File: config.mk
export PLATFORM = sky130hd
export DESIGN_NAME = pc_fetch_unit
export DESIGN_NICKNAME = d
export VERILOG_FILES = /design/src/rtl/pc_fetch_unit.sv
export SDC_FILE = /design/constraint.sdc
export NUM_CORES = 1
export LEC_CHECK = 0
export ABC_AREA = 1
export BUFFER_PORTS_ARGS = -buffer_cell sky130_fd_sc_hd__buf_2
export CORE_UTILIZATION = 40
export DETAILED_ROUTE_END_ITERATION = 12
export GPL_ROUTABILITY_DRIVEN = 0
export PLACE_DENSITY = 0.73
export SLEW_MARGIN = 20
export SYNTH_ARGS = -nofsm -noshare
export SYNTH_HDL_FRONTEND = slang
export SYNTH_SLANG_ARGS = --single-unit
File: constraint.sdc
create_clock -name clk -period 3.8 [get_ports clk]
set_input_delay 0.76 -clock clk [delete_from_list [all_inputs] [get_ports clk]]
set_output_delay 0.76 -clock clk [all_outputs]
set_load 0.05 [all_outputs]
File: src/rtl/pc_fetch_unit.sv
// -----------------------------------------------------------------------------
// pc_fetch_unit
//
// Instruction-fetch stage of the 16-bit core. Owns the program counter, issues
// req/ack fetches to instruction memory and hands {instr, pc} to decode over a
// valid/ready handshake. if_pc feeds the PC input of the branch-target adder,
// whose PCPlusImm result comes back here as the taken-branch target.
//
// Parameters
//   RESET_VECTOR  PC loaded on reset; address of the first fetch
//   PC_STEP       sequential PC increment (word-addressed memory)
//
// Ports
//   clk           single clock, all state updates on the rising edge
//   reset_n       synchronous, active-low reset
//   imem_addr     fetch address (always the internal pc)
//   imem_req      fetch request, held until imem_ack
//   imem_ack      memory response, imem_rdata valid in the same cycle
//   imem_rdata    fetched instruction word
//   if_pc         PC of if_instr
//   if_instr      instruction presented to decode
//   if_valid      if_instr / if_pc valid
//   id_ready      decode accepts when if_valid & id_ready
//   branch_taken  redirect to PCPlusImm this cycle
//   PCPlusImm     branch target from the adder
//   jump_en       redirect to jump_target (wins over branch_taken)
//   jump_target   absolute jump address
// -----------------------------------------------------------------------------
module pc_fetch_unit #(
  parameter logic [15:0] RESET_VECTOR = 16'h0000,
  parameter logic [15:0] PC_STEP      = 16'd1
) (
  input  logic        clk,
  input  logic        reset_n,
  output logic [15:0] imem_addr,
  output logic        imem_req,
  input  logic        imem_ack,
  input  logic [15:0] imem_rdata,
  output logic [15:0] if_pc,
  output logic [15:0] if_instr,
  output logic        if_valid,
  input  logic        id_ready,
  input  logic        branch_taken,
  input  logic [15:0] PCPlusImm,
  input  logic        jump_en,
  input  logic [15:0] jump_target
);

  // IDLE    : no request on the bus; always moves to REQ next cycle
  // REQ     : request outstanding at pc; its data will be captured
  // VALID   : captured instruction presented to decode
  // DISCARD : request outstanding whose data must be thrown away because the
  //           PC was redirected after the request had already been issued
  typedef enum logic [1:0] {
    IDLE    = 2'd0,
    REQ     = 2'd1,
    VALID   = 2'd2,
    DISCARD = 2'd3
  } state_t;

  state_t      state;
  state_t      state_nxt;

  logic [15:0] pc;
  logic [15:0] pc_nxt;
  logic [15:0] instr_p0;
  logic [15:0] instr_p0_nxt;
  logic [15:0] pc_p0;
  logic [15:0] pc_p0_nxt;
  logic        vld_p0;

  logic        redirect;
  logic [15:0] target;

  // Sequential PC advance; the sum wraps modulo 2^16 with no carry kept.
  function automatic logic [15:0] pc_step(input logic [15:0] cur);
    return cur + PC_STEP;
  endfunction

  assign redirect = jump_en | branch_taken;
  assign target   = jump_en ? jump_target : PCPlusImm;

  always_comb begin
    state_nxt    = state;
    pc_nxt       = pc;
    instr_p0_nxt = instr_p0;
    pc_p0_nxt    = pc_p0;

    case (state)
      IDLE: begin
        // Any ack seen here belongs to a request killed by reset; ignore it.
        state_nxt = REQ;
        if (redirect) begin
          pc_nxt = target;
        end
      end

      REQ: begin
        if (imem_ack) begin
          if (redirect) begin
            // Data arrived but the stream is being redirected: drop it and
            // start a fresh request at the target right away.
            pc_nxt    = target;
            state_nxt = REQ;
          end else begin
            instr_p0_nxt = imem_rdata;
            pc_p0_nxt    = pc;
            pc_nxt       = pc_step(pc);
            state_nxt    = VALID;
          end
        end else if (redirect) begin
          // The old request is still in flight and must finish before a new
          // address can be issued.
          pc_nxt    = target;
          state_nxt = DISCARD;
        end
      end

      VALID: begin
        if (redirect) begin
          // Squash the presented instruction even if decode takes it now.
          pc_nxt    = target;
          state_nxt = REQ;
        end else if (id_ready) begin
          state_nxt = REQ;
        end
      end

      DISCARD: begin
        // Later redirects overwrite earlier ones.
        if (redirect) begin
          pc_nxt = target;
        end
        if (imem_ack) begin
          state_nxt = REQ;
        end
      end

      default: begin
        state_nxt = IDLE;
      end
    endcase
  end

  always_ff @(posedge clk) begin
    if (!reset_n) begin
      state    <= IDLE;
      pc       <= RESET_VECTOR;
      instr_p0 <= '0;
      pc_p0    <= RESET_VECTOR;
    end else begin
      state    <= state_nxt;
      pc       <= pc_nxt;
      instr_p0 <= instr_p0_nxt;
      pc_p0    <= pc_p0_nxt;
    end
  end

  // Decode-facing stage boundary
  assign vld_p0    = (state == VALID);
  assign if_valid  = vld_p0;
  assign if_instr  = instr_p0;
  assign if_pc     = pc_p0;

  assign imem_req  = (state == REQ) || (state == DISCARD);
  assign imem_addr = pc;

endmodule

; Word-level counts from Yosys, hierarchy flattened
; Cells that the tools add are included.
[op_classes]
add_sub_neg = 1
eq_ne = 6
muxes = 12
bitwise_logic = 2
n_reduce_logical = 5
[ops]
columns = operator, n
row1 = 16-bit 2-to-1 mux, 4
row2 = 16-bit case mux with 2 select lines, 1
row3 = "16-bit by 1-bit adder with 16-bit output, second input constant", 1
row4 = 2-bit 2-to-1 mux, 6
row5 = 2-bit case mux with 4 select lines, 1
row6 = 3-bit AND reduction, 2
row7 = "2-bit == test, second input constant", 2
row8 = "3-bit by 1-bit inequality test with 1-bit output, second input constant", 1
row9 = "3-bit inequality test, second input constant", 1
row10 = 3-bit OR reduction, 1
row11 = "2-bit by 1-bit == test with 1-bit output, second input constant", 1
row12 = 2-bit zero test, 1
row13 = "2-bit inequality test, second input constant", 1
row14 = 1-bit logical OR, 1
row15 = 1-bit NOT, 1
row16 = 1-bit OR, 1
[totals]
ff_bits = 50
in_bits = 54
output_inout_bits = 50
word_cells = 30

; Longest topological paths before layout
[logic_depth]
depth_word = 4
mapped_depth = 10
mapped_depth_nobuf = 10

; Worst setup path before layout
; OpenSTA, ideal clock, no wires.
[synth_path]
path_kind = register to output
startpoint = register state[1]
endpoint = output if_valid
arrival_ps = 1084
required_ps = 3040
setup_slack_ps = 1956
stages_incl_launch_ff = 3
path_cell_list = dfxtp_1 > inv_2 > nor2_1
[synth_via]
elab_chain_cells = 1
[synth_rtl]
columns = item, line
row1 = from (decl), 61  ; state_t state;
row2 = from (signal assigned), 152  ; state <= state_nxt;
row3 = 2-bit == test, 160  ; assign vld_p0 = (state == VALID);
row4 = to (decl), 41  ; output logic if_valid,
; Every way passes these cells.

; Final worst setup path
[layout_path]
startpoint = input jump_en
endpoint = register pc_p0[2], in the netlist if_pc[2]
[layout_via]
elab_chain_cells = 3
[layout_rtl]
columns = item, line
row1 = from (decl), 45  ; input logic jump_en,
row2 = 1-bit OR, 80  ; assign redirect = jump_en | branch_taken;
row3 = 1-bit NOT (no line), n/a
row4 = 3-bit AND reduction (no line), n/a
row5 = to (signal assigned), 155  ; pc_p0 <= pc_p0_nxt;
row6 = to (decl), 68  ; logic [15:0] pc_p0;
; Every way passes these cells.
; A chain may end at the register's enable or synchronous reset.

==> qor.csv <==
metric;value;unit
synth-edff-count;0;
numClockSinks;50;
end_kind;register;
synthTopCellsByCount;80 x nor2_1, 52 x nand2_1, 50 x dfxtp_1, 36 x o21ai_0, 32 x a21oi_1;
tns;0;ps
num_io_pins;104;
async_flop_share;0;
drv_slew;0;
ys_ff_latch;50;
cts_resized;0;
leakage;1.48;nW
grt-ovfl-total;0;
synth.avg_cell_area;6.81;um2
wl_per_cell;12.1;um
place_worst_setup_slack;1210;ps
hold_violations;0;
vias;2552;
syn_to_final_growth;25.7;%
ys_warn_count;0;
core_region_area;5640;um2
grt_max_degree;43;
synthSimpleGateAreaFrac;0.312;
clock_path_buffers;2;
postCtsSetupRepairBufs;0;
cp-start-kind;input pin;
die_h;79.5;um
die_w;79.5;um
postCtsHoldBufs;0;
dr.pass1.iters;4;
synth_area;2400;um2
synthAdderAreaFrac;0.00521;
dieArea;6320;um2
ir_drop;0.000239;V
track_usage;0.201;
power.density;401;nW/um2
setup_ws;1540;ps
via_per_inst;4.92;
synth-seq-area-share;0.417;
synth_cell_types;25;
synth_area_leaders;dfxtp_1 42%, nor2_1 13%, nand2_1 8.1%;
synth_top_family_by_area;simple AND/OR/NAND/NOR gates;
std_cell_rows;27;
grt_pass1_wl;10000;um
syn_nets;408;
drive_above_1_share;0.277;
hpwl;4580;um
fmaxAchievable;443;MHz
io_buffer_count;103;
worstSetupPathType;in -> reg;
required;4040;ps
grt_pass1_vias;2188;
fin_nets;501;
clock_latency;310;ps
cts_tree;done;
synth_compound_area_frac;0.176;
n_antenna_cell;0;
cap_violations;0;
drt-total-wl;6260;um
yosysMostFrequentCell;nor2_1;
crit_path_start;jump_en;
drc;0;
status;finished clean;
syn_inst;353;
min_from;if_pc[6];
cts_root_buffer;clkbuf_8;
crit_arrival;2500;ps
synth_top_area_cell;dfxtp_1;
antenna_found_initial;0;
cts_max_level;2;
r2r_start;state[0];
start_util;0.426;
path_clk_slew;90;ps
synth_top_area_share;0.417;
cts_buffers;5;
final.period_utilization;0.594;
synth_top_flop_cell;dfxtp_1;
finalSetupViolations;0;
rsz0062_at_grt;false;
crit_fanout;42;
hp-class;reg -> reg;
relSlewSlack;0.562;
skew;8.67;ps
min_period;2260;ps
synthMuxAreaShare;0;
worst_pin_slew;656;ps
antenna_left;0;
synth-xor-area-share;0;
drt-initial-drc-count;161;
[layout make-up]
| class | instances | area (um2) |
|---|---|---|
| Multi-Input combinational cell | 255 | 1180 |
| Fill cell | 558 | 2620 |
| Clock inverter | 3 | 43.8 |
| Clock buffer | 5 | 68.8 |
| Timing Repair Buffer | 103 | 515 |
| Inverter | 31 | 116 |
| Tap cell | 72 | 90.1 |
| Sequential cell | 50 | 1000 |
[stage by stage]
| step | utilization | power (mW) | hold WS (ps) | area, um2 | instances |
|---|---|---|---|---|---|
| floorplan | - | 0.767 | 526 | 2400 | 353 |
| global placement | 0.515 | 0.836 | 451 | 2910 | 511 |
| detailed placement | 0.515 | 0.839 | 459 | 2910 | 511 |
| CTS | 0.535 | 1.22 | 473 | 3020 | 519 |
| global route | 0.535 | 1.27 | 489 | 3020 | 519 |
| finish | 0.535 | 1.21 | 475 | 3020 | 519 |
[worst max-delay path: stages]
cell,delay [ps]
buf_2,200
nor2_4,430
nand2_4,240
inv_2,550
o21ai_0,160
a21oi_1,140
[path summary, 6_finish.rpt]
kind	endpoint	slack, ps	depth (start not counted)
worst max-delay path	if_pc[2]	1540	6
worst max register to register	if_pc[2]	1960	6
worst min-delay path	if_pc[6]	480	2
worst min register to register	if_pc[6]	480	2
[power breakdown]
part           leakage, nW  internal (mW)  switching (mW)
sequential           0.409          0.550          0.0267
combinational         1.01         0.0705           0.181
clock               0.0585          0.197           0.185
total                 1.48          0.818           0.392
[registers in the layout, indices dropped and copies added (netlist names)]
register / count
if_instr: 16
state: 2
imem_addr: 16
if_pc: 16
[cells by family (layout without fill, tap and decap cells)]
family | after synthesis | after routing
flops | 50 | 50
simple gates | 173 | 173
buf+inv | 48 | 142
compound gates | 81 | 81
fa+ha+maj | 1 | 1
[routing by layer]
layer	GRT usage	wire length, um	vias up
li1	-	-	1333
met1	0.277	2910	1091
met2	0.317	2750	123
met3	0.0457	549	5
met4	0.0455	48	0
met5	0	0	-
[placed cells by master (no fill, tap or decap)]
master	netlist	layout
ha_1	1	1
buf_2	3	103
clkbuf_8	0	5
nand3_1	28	28
o21ai_0	36	36
o21ai_1	9	9
a21oi_1	32	32
nand4_1	4	4
inv_6	0	1
inv_1	28	28
dfxtp_1	50	50
nor2_1	80	80
a211oi_1	1	1
clkinv_2	0	1
nand2_1	52	52
nand2_4	1	1
bufinv_16	0	1
inv_2	3	3
a211oi_2	1	1
o311ai_0	1	1
nor2_4	2	2
nor2_8	1	1
nand2_2	2	2
nor2_2	2	2
o211ai_1	1	1
nor3_2	1	1
Power figures use the tool's default switching activity.
